`src/rtl/counter_timer_ctrl_pkg.sv`:
```
// Shared definitions for the counter timer sequencer: FSM states, timer modes
// and the width of the attached up-counter.
package counter_timer_ctrl_pkg;

   localparam int unsigned CNT_W       = 8;
   localparam int unsigned PRESC_W_DEF = 8;

   typedef enum logic [1:0] {
      IDLE = 2'd0,
      RUN  = 2'd1,
      HOLD = 2'd2,
      DONE = 2'd3
   } state_e;

   typedef enum logic {
      MODE_ONESHOT  = 1'b0,
      MODE_PERIODIC = 1'b1
   } mode_e;

endpackage

```
`src/rtl/counter_timer_ctrl_if.sv`:
```
// Command/config/status bundle plus the counter-side lines of the timer sequencer.
interface counter_timer_ctrl_if #(
   parameter int unsigned PRESC_W = 8
);
   import counter_timer_ctrl_pkg::*;

   logic               start;
   logic               stop;
   logic               pause;
   logic               cfg_mode;
   logic [CNT_W-1:0]   cfg_cmp;
   logic [PRESC_W-1:0] cfg_presc;
   logic               irq_clr;
   logic [CNT_W-1:0]   cnt_value;
   logic               cnt_ovf;
   logic               cnt_en;
   logic               cnt_clr;
   logic               match_pulse;
   logic               irq;
   logic               busy;
   logic               done;
   logic               err;

   modport master (
      output start, stop, pause, cfg_mode, cfg_cmp, cfg_presc, irq_clr,
             cnt_value, cnt_ovf,
      input  cnt_en, cnt_clr, match_pulse, irq, busy, done, err
   );

   modport slave (
      input  start, stop, pause, cfg_mode, cfg_cmp, cfg_presc, irq_clr,
             cnt_value, cnt_ovf,
      output cnt_en, cnt_clr, match_pulse, irq, busy, done, err
   );

endinterface

```
`src/rtl/counter_timer_ctrl_timer_prescaler.sv`:
```
// Clock prescaler: counts 0..div_i while enabled, ticks on the terminal value.
module timer_prescaler #(
   parameter int unsigned PRESC_W = 8
) (
   input  logic               clk,
   input  logic               rst_n,
   input  logic               en_i,
   input  logic               clr_i,
   input  logic [PRESC_W-1:0] div_i,
   output logic               tick_o
);

   logic [PRESC_W-1:0] cnt_q, cnt_d;

   assign tick_o = en_i && (cnt_q == div_i);

   always_comb begin
      cnt_d = cnt_q;
      if (clr_i || tick_o) begin
         cnt_d = '0;
      end else if (en_i) begin
         cnt_d = cnt_q + 1'b1;
      end
   end

   always_ff @(posedge clk or negedge rst_n) begin
      if (!rst_n) begin
         cnt_q <= '0;
      end else begin
         cnt_q <= cnt_d;
      end
   end

endmodule

```
`src/rtl/counter_timer_ctrl.sv`:
```
// One-shot/periodic timer sequencer driving an external 8-bit up-counter:
// shadow config, prescaled ticks, compare match, sticky irq/err flags.
module counter_timer_ctrl
   import counter_timer_ctrl_pkg::*;
#(
   parameter int unsigned PRESC_W = PRESC_W_DEF
) (
   input  logic                 clk,
   input  logic                 rst_n,
   counter_timer_ctrl_if.slave  bus
);

   state_e             state_q;
   mode_e              mode_sh_q;
   logic [CNT_W-1:0]   cmp_sh_q;
   logic [PRESC_W-1:0] presc_sh_q;
   logic               match_pulse_q;
   logic               irq_q;
   logic               err_q;

   logic tick;
   logic start_acc;
   logic at_cmp;
   logic match;

   assign start_acc = bus.start && !bus.stop;

   timer_prescaler #(.PRESC_W(PRESC_W)) u_presc (
      .clk    (clk),
      .rst_n  (rst_n),
      .en_i   (state_q == RUN),
      .clr_i  (bus.start || bus.stop),
      .div_i  (presc_sh_q),
      .tick_o (tick)
   );

   // A terminal tick always clears the counter, but only counts as a match
   // when no start/stop command competes for the same cycle.
   assign at_cmp = tick && (bus.cnt_value == cmp_sh_q);
   assign match  = at_cmp && !bus.start && !bus.stop;

   assign bus.cnt_en  = rst_n && tick && !at_cmp;
   assign bus.cnt_clr = rst_n && (start_acc || bus.stop || at_cmp);

   assign bus.match_pulse = match_pulse_q;
   assign bus.irq         = irq_q;
   assign bus.err         = err_q;
   assign bus.busy        = (state_q == RUN) || (state_q == HOLD);
   assign bus.done        = (state_q == DONE);

   always_ff @(posedge clk or negedge rst_n) begin
      if (!rst_n) begin
         state_q       <= IDLE;
         mode_sh_q     <= MODE_ONESHOT;
         cmp_sh_q      <= '0;
         presc_sh_q    <= '0;
         match_pulse_q <= 1'b0;
         irq_q         <= 1'b0;
         err_q         <= 1'b0;
      end else begin
         if (bus.stop) begin
            state_q <= IDLE;
         end else if (bus.start) begin
            state_q <= RUN;
         end else begin
            case (state_q)
               RUN: begin
                  if (match && (mode_sh_q == MODE_ONESHOT)) begin
                     state_q <= DONE;
                  end else if (bus.pause) begin
                     state_q <= HOLD;
                  end
               end
               HOLD: begin
                  if (!bus.pause) begin
                     state_q <= RUN;
                  end
               end
               default: ;
            endcase
         end

         if (start_acc) begin
            mode_sh_q  <= mode_e'(bus.cfg_mode);
            cmp_sh_q   <= bus.cfg_cmp;
            presc_sh_q <= bus.cfg_presc;
         end

         match_pulse_q <= match;

         if (match) begin
            irq_q <= 1'b1;
         end else if (bus.irq_clr) begin
            irq_q <= 1'b0;
         end

         if (bus.cnt_ovf && (state_q != IDLE)) begin
            err_q <= 1'b1;
         end
      end
   end

endmodule
```
`src/flat_wrapper.sv`:
```
// flat-port wrapper written by rule: the top's interface ports become plain ports
module counter_timer_ctrl_flat import counter_timer_ctrl_pkg::*;
#(
   parameter int unsigned PRESC_W = PRESC_W_DEF
)
  (clk, rst_n, bus_start, bus_stop, bus_pause, bus_cfg_mode, bus_cfg_cmp, bus_cfg_presc, bus_irq_clr, bus_cnt_value, bus_cnt_ovf, bus_cnt_en, bus_cnt_clr, bus_match_pulse, bus_irq, bus_busy, bus_done, bus_err);
  counter_timer_ctrl_if #(.PRESC_W(PRESC_W)) bus_i ();
  input  logic clk;
  input  logic rst_n;
  input wire logic [$bits(bus_i.start)-1:0] bus_start;
  input wire logic [$bits(bus_i.stop)-1:0] bus_stop;
  input wire logic [$bits(bus_i.pause)-1:0] bus_pause;
  input wire logic [$bits(bus_i.cfg_mode)-1:0] bus_cfg_mode;
  input wire logic [$bits(bus_i.cfg_cmp)-1:0] bus_cfg_cmp;
  input wire logic [$bits(bus_i.cfg_presc)-1:0] bus_cfg_presc;
  input wire logic [$bits(bus_i.irq_clr)-1:0] bus_irq_clr;
  input wire logic [$bits(bus_i.cnt_value)-1:0] bus_cnt_value;
  input wire logic [$bits(bus_i.cnt_ovf)-1:0] bus_cnt_ovf;
  output wire logic [$bits(bus_i.cnt_en)-1:0] bus_cnt_en;
  output wire logic [$bits(bus_i.cnt_clr)-1:0] bus_cnt_clr;
  output wire logic [$bits(bus_i.match_pulse)-1:0] bus_match_pulse;
  output wire logic [$bits(bus_i.irq)-1:0] bus_irq;
  output wire logic [$bits(bus_i.busy)-1:0] bus_busy;
  output wire logic [$bits(bus_i.done)-1:0] bus_done;
  output wire logic [$bits(bus_i.err)-1:0] bus_err;
  assign bus_i.start = bus_start;
  assign bus_i.stop = bus_stop;
  assign bus_i.pause = bus_pause;
  assign bus_i.cfg_mode = bus_cfg_mode;
  assign bus_i.cfg_cmp = bus_cfg_cmp;
  assign bus_i.cfg_presc = bus_cfg_presc;
  assign bus_i.irq_clr = bus_irq_clr;
  assign bus_i.cnt_value = bus_cnt_value;
  assign bus_i.cnt_ovf = bus_cnt_ovf;
  assign bus_cnt_en = bus_i.cnt_en;
  assign bus_cnt_clr = bus_i.cnt_clr;
  assign bus_match_pulse = bus_i.match_pulse;
  assign bus_irq = bus_i.irq;
  assign bus_busy = bus_i.busy;
  assign bus_done = bus_i.done;
  assign bus_err = bus_i.err;
  counter_timer_ctrl #(.PRESC_W(PRESC_W)) u_core (.clk(clk), .rst_n(rst_n), .bus(bus_i));
endmodule
```
`config.mk`:
```
export PLATFORM = sky130hd
export DESIGN_NAME = counter_timer_ctrl_flat
export DESIGN_NICKNAME = d
export VERILOG_FILES = /design/src/rtl/counter_timer_ctrl_pkg.sv /design/src/rtl/counter_timer_ctrl_if.sv /design/src/rtl/counter_timer_ctrl_timer_prescaler.sv /design/src/rtl/counter_timer_ctrl.sv /design/src/flat_wrapper.sv
export SDC_FILE = /design/constraint.sdc
export NUM_CORES = 1
export LEC_CHECK = 0
export BUFFER_PORTS_ARGS = -buffer_cell sky130_fd_sc_hd__buf_2
export CAP_MARGIN = 20
export CORE_MARGIN = 1.5
export CORE_UTILIZATION = 52
export CTS_CLUSTER_DIAMETER = 150
export DETAILED_ROUTE_END_ITERATION = 7
export PLACE_DENSITY = 0.78
export SYNTH_ARGS = -nofsm -noshare
export SYNTH_HDL_FRONTEND = slang
export SYNTH_SLANG_ARGS = --single-unit
```
`constraint.sdc`:
```
create_clock -name clk -period 2.29 [get_ports clk]
set_input_delay 0.5725 -clock clk [delete_from_list [all_inputs] [get_ports clk]]
set_output_delay 0.5725 -clock clk [all_outputs]
set_load 0.03 [all_outputs]
```
== Word level (Yosys, flattened, before mapping) ==
Cells that the tools add are included.

* Bits in registers: 30
* Word-level logic and storage cells: 50
* Output and inout bits: 7

* Reductions and logical operators: 23
* Muxes and demuxes: 10
* Bitwise gates (word level): 1
* Equality and inequality tests: 7
* Add/subtract/negate cells: 1

{| class="wikitable"
|+ Operators by type and width
! kind !! count
|-
| $eq 8x8->1 || 2
|-
| $mux 8 || 2
|-
| $logic_and 1x1->1 || 10
|-
| $mux 2 || 5
|-
| $add 8x1->8 const B || 1
|-
| $reduce_bool 2->1 || 3
|-
| $logic_or 1x1->1 || 5
|-
| $ne 5x4->1 const B || 1
|-
| $eq 2x2->1 const B || 2
|-
| $ne 4x4->1 const B || 1
|-
| $pmux 2 s2 || 1
|-
| $reduce_bool 4->1 || 1
|-
| $logic_not 1->1 || 3
|-
| $reduce_and 3->1 || 1
|-
| $eq 2x1->1 const B || 1
|-
| $mux 1 || 2
|-
| $not 1->1 || 1
|}

== Depth between registers and ports, before layout ==
* Word-level depth: 10
* Mapped depth: 8
* Gate-level depth less buffers: 7

== Hierarchy ==
From an unflattened synthesis, not the netlist that was laid out.

* Cells, all modules: 132
* Area total of the unflattened synthesis: 1,565.3 um^2

{| class="wikitable"
|+ Modules (own cells, without submodules)
! module !! sequential area each (um^2) !! cells each !! area each (um^2) !! instances
|-
| counter_timer_ctrl || 550.5 || 84 || 1,069.8 || 1
|-
| timer_prescaler || 200.2 || 48 || 495.5 || 1
|}

== Worst setup path after synthesis ==
No wires, ideal clock.

* Path kind: register -> output
* From: register u_core.state_q[1]
* To: output port bus_cnt_clr
* Path slack: 0.114 ns
* Arrival time: 1.604 ns
* Stages on the path, launching flop included: 8
* Path through: dfrtp_1 > inv_1 > ha_1 > buf_4 > nand2_1 > nor3_2 > nand2_1 > a21boi_1

* Cells in the longest elaborated chain, start to end: 5

{| class="wikitable"
|+ Ends and longest elaborated chain
! what !! line !! RTL
|-
| start, declared || counter_timer_ctrl.sv:13 || <nowiki>state_e state_q;</nowiki>
|-
| start signal, assigned || counter_timer_ctrl.sv:53 || <nowiki>state_q <= IDLE;</nowiki>
|-
| start signal, assigned || counter_timer_ctrl.sv:62 || <nowiki>state_q <= IDLE;</nowiki>
|-
| start signal, assigned || counter_timer_ctrl.sv:64 || <nowiki>state_q <= RUN;</nowiki>
|-
| $eq 2x1->1 || counter_timer_ctrl.sv:31 || <nowiki>.en_i (state_q == RUN),</nowiki>
|-
| $logic_and 1x1->1 || counter_timer_ctrl_timer_prescaler.sv:15 || <nowiki>assign tick_o = en_i && (cnt_q == div_i);</nowiki>
|-
| $logic_and 1x1->1 || counter_timer_ctrl.sv:39 || <nowiki>assign at_cmp = tick && (bus.cnt_value == cmp_sh_q);</nowiki>
|-
| $logic_or 1x1->1 || counter_timer_ctrl.sv:43 || <nowiki>assign bus.cnt_clr = rst_n && (start_acc || bus.stop || at_cmp);</nowiki>
|-
| $logic_and 1x1->1 || counter_timer_ctrl.sv:43 ||
|-
| end, declared || flat_wrapper.sv:20 || <nowiki>output wire logic [$bits(bus_i.cnt_clr)-1:0] bus_cnt_clr;</nowiki>
|}

No other way between the ends.

== Worst setup path in the final report ==
* From: register u_core.u_presc.cnt_q[2]
* To: output port bus_cnt_clr

* Cells in the longest elaborated chain, start to end: 5

{| class="wikitable"
|+ Ends and longest elaborated chain
! what !! line !! RTL
|-
| start, declared || counter_timer_ctrl_timer_prescaler.sv:13 || <nowiki>logic [PRESC_W-1:0] cnt_q, cnt_d;</nowiki>
|-
| start signal, assigned || counter_timer_ctrl_timer_prescaler.sv:30 || <nowiki>cnt_q <= cnt_d;</nowiki>
|-
| $eq 8x8->1 || counter_timer_ctrl_timer_prescaler.sv:15 ||
|-
| $logic_and 1x1->1 || counter_timer_ctrl_timer_prescaler.sv:15 ||
|-
| $logic_and 1x1->1 || counter_timer_ctrl.sv:39 ||
|-
| $logic_or 1x1->1 || counter_timer_ctrl.sv:43 ||
|-
| $logic_and 1x1->1 || counter_timer_ctrl.sv:43 ||
|}

No other way between the ends.

==> results.json <==
{
  "outcome": "finished with violations",
  "violations": "design-rule violations, negative setup slack",
  "avgRoutedWirePerCell_um": 14.5,
  "layout_setup_ws_ns": -0.0416,
  "die_x_um": 57.6,
  "vias": 1201,
  "diodes": 0,
  "drv_slew": 0,
  "clockBufferDepth": 2,
  "totalWireLength_um": 3310,
  "yosysWarnings": 0,
  "hold_violations": 0,
  "place_area_mm2": 0.00178,
  "dieArea_mm2": 0.00332,
  "io_pins": 39,
  "clkSinkCount": 30,
  "detailed_place_hpwl_um": 2270,
  "critPathCapture": "bus_cnt_clr",
  "crit_type": "reg2out",
  "cp_data_arrival_time_ns": 1.76,
  "track_usage": 0.217,
  "cts_tree": "done",
  "area_growth_pct": 32.5,
  "r2r_setup_slack_ns": 0.20,
  "yosysUniqueCellTypes": 32,
  "ant_nets": 0,
  "fmax_ghz": 0.429,
  "rows": 19,
  "avgViaCountPerCell": 5.27,
  "clk_latency_ns": 0.33,
  "htree_num_levels": 2,
  "start_util": 0.554,
  "timing.rr.start": "u_core.u_presc.cnt_q[2]",
  "root_buffer": "clkbuf_4",
  "p_per_area_mw_per_mm2": 620,
  "synth_seq_cells": 30,
  "ir_drop_v": 0.000378,
  "grt_pass1_vias": 1219,
  "grt_pass1_wl_um": 5350,
  "crit_path_start": "u_core.u_presc.cnt_q[2]",
  "coreArea_mm2": 0.00281,
  "multi_input_area_um2": 806,
  "nets": 233,
  "layout_commonest_cell": "buf_2",
  "seq_area_um2": 754,
  "crit_path_start_kind": "flop",
  "skew_ns": 0.0153,
  "fin_area_mm2": 0.00206,
  "timing.final.crit_share": 1.02,
  "first_pass_iters": 6,
  "crit_fanout": 3,
  "die_height_um": 57.6,
  "timing.rr.end": "u_core.bus.irq",
  "grt_max_degree": 23,
  "hold_class": "in2async",
  "utilization": 0.733,
  "place.gp.congestion": 0.812,
  "drt_iter0_drc": 38,
  "synth_nets": 172,
  "antenna_found_initial": 0,
  "mostFrequentLayoutCells": "buf_2, dfrtp_1, buf_4",
  "cap_violations": 0,
  "n_fill_cell": 199,
  "cts_made_buffers": 5,
  "overflow": 0,
  "clk_pin_slew_ns": 0.09,
  "numPortBuffers": 38,
  "cellLeakagePower_nw": 0.965,
  "syn_area_per_cell_um2": 11.5,
  "synth_area_mm2": 0.00155,
  "setup_violations": 1,
  "drive_gt1_frac": 0.426,
  "worst_slew_pin_slew_ns": 0.328,
  "worstPathRequired_ns": 1.72,
  "ff2ff_path_depth": 12,
  "slew_headroom": 0.781,
  "synth_cells": 135,
  "rsz0062_at_grt": "true",
  "drc": 2,
  "worstSetupEndpointType": "primary output",
  "min_period_ns": 2.33,
  "ys_seq_area_frac": 0.483
}
[logic make-up after synthesis]
family                   share of synthesized area
flip-flops                                   0.483
AO/OA/AOI/OAI                               0.0556
multiplexers                                 0.130
XOR/XNOR                                     0.135
adder cells (fa/ha/maj)                     0.0403
buffers and inverters                       0.0314
AND/OR/NAND/NOR                              0.125
[worst max-delay path: stages, from the launching register on]
cell and delay, ns:
dfrtp_2 0.45, xnor2_2 0.17, nand4_1 0.22, nor3_4 0.20, nand2_2 0.08, a21boi_1 0.14
buf_4 0.18
[through the flow]
step	TNS, ns	setup slack (ns)	instances	total power [mW]	hold slack, ns
after CTS	-0.0814	-0.0814	224	1.27	0.101
after global routing	-0.333	-0.176	228	1.34	0.0834
after detailed placement	0	0.0548	203	0.866	0.450
final	-0.0416	-0.0416	228	1.28	0.104
after global placement	0	0.114	203	0.849	0.435
after floorplan	0	0.114	135	0.783	0.277
[what timing repair did]
| item | in CTS | in global routing |
|---|---|---|
| endpoints found under the setup margin | 2 | 3 |
| gates cloned | 0 | 0 |
| buffers inserted | 13 | 5 |
| hold buffers | 0 | 0 |
| resized for setup | 12 | 6 |
| pin swaps | 7 | 4 |
[synthesized netlist by cell type, drive strengths merged]
cell type | instances | area share
mux2 | 17 | 0.12
nand2 | 6 | 0.015
inv | 7 | 0.017
nand4 | 7 | 0.028
and3b | 1 | 0.0056
o211ai | 1 | 0.0081
nand3 | 3 | 0.0097
nor3 | 2 | 0.0097
a21o | 1 | 0.0048
buf | 4 | 0.015
o22ai | 1 | 0.0040
xnor2 | 20 | 0.12
a21boi | 1 | 0.0048
o21ai | 1 | 0.0032
ha | 5 | 0.040
a21oi | 1 | 0.0032
o31ai | 1 | 0.0048
dfrtp | 30 | 0.48
a2bb2oi | 1 | 0.0097
o211a | 1 | 0.0064
xor2 | 3 | 0.017
nor2b | 1 | 0.0040
nand2b | 2 | 0.0081
mux2i | 1 | 0.0064
nor2 | 13 | 0.033
and3 | 2 | 0.0081
or3 | 1 | 0.0040
a311o | 1 | 0.0064
[power breakdown]
part	leakage (nW)	total (mW)	internal [mW]	switching, mW
Clock	0.0446	0.396	0.210	0.186
Sequential	0.369	0.622	0.580	0.0417
Combinational	0.552	0.259	0.131	0.127
[worst min-delay path by stage]
| stage | start | to | slack [ns] | cells past startpoint |
|---|---|---|---|---|
| CTS | rst_n | u_core.presc_sh_q[6] | 0.10 | 1 |
| global placement | u_core.bus.err | u_core.bus.err | 0.43 | 1 |
| global route | rst_n | u_core.presc_sh_q[6] | 0.08 | 1 |
| detailed placement | rst_n | u_core.u_presc.cnt_q[1] | 0.45 | 1 |
| floorplan | rst_n | u_core.bus.err | 0.28 | 0 |
| finish | rst_n | u_core.u_presc.cnt_q[1] | 0.10 | 1 |
[metal layers]
| layer | vias to the layer above | share of wire | global-route usage |
|---|---|---|---|
| li1 | 582 | - | - |
| met1 | 582 | 0.43 | 0.265 |
| met5 | - | 0 | 0 |
| met3 | 5 | 0.048 | 0.0558 |
| met2 | 32 | 0.51 | 0.362 |
| met4 | 0 | 0.014 | 0.0997 |
[flip-flops by register name (all words and copies together) (netlist names)]
signal                  cells
u_core.cmp_sh_q             8
u_core.presc_sh_q           8
u_core.u_presc.cnt_q        8
u_core.state_q              2
u_core.bus.err              1
u_core.bus.irq              1
u_core.bus.match_pulse      1
u_core.mode_sh_q            1
[cell type report]
type / count / share of cell area
inverters: 7 / 0.0128
multi-input cells: 94 / 0.392
flip-flops and latches: 30 / 0.367
well taps: 31 / 0.0189
clock buffers: 8 / 0.0383
repair buffers: 58 / 0.172
Note: power is estimated with default switching activity, not from simulation.
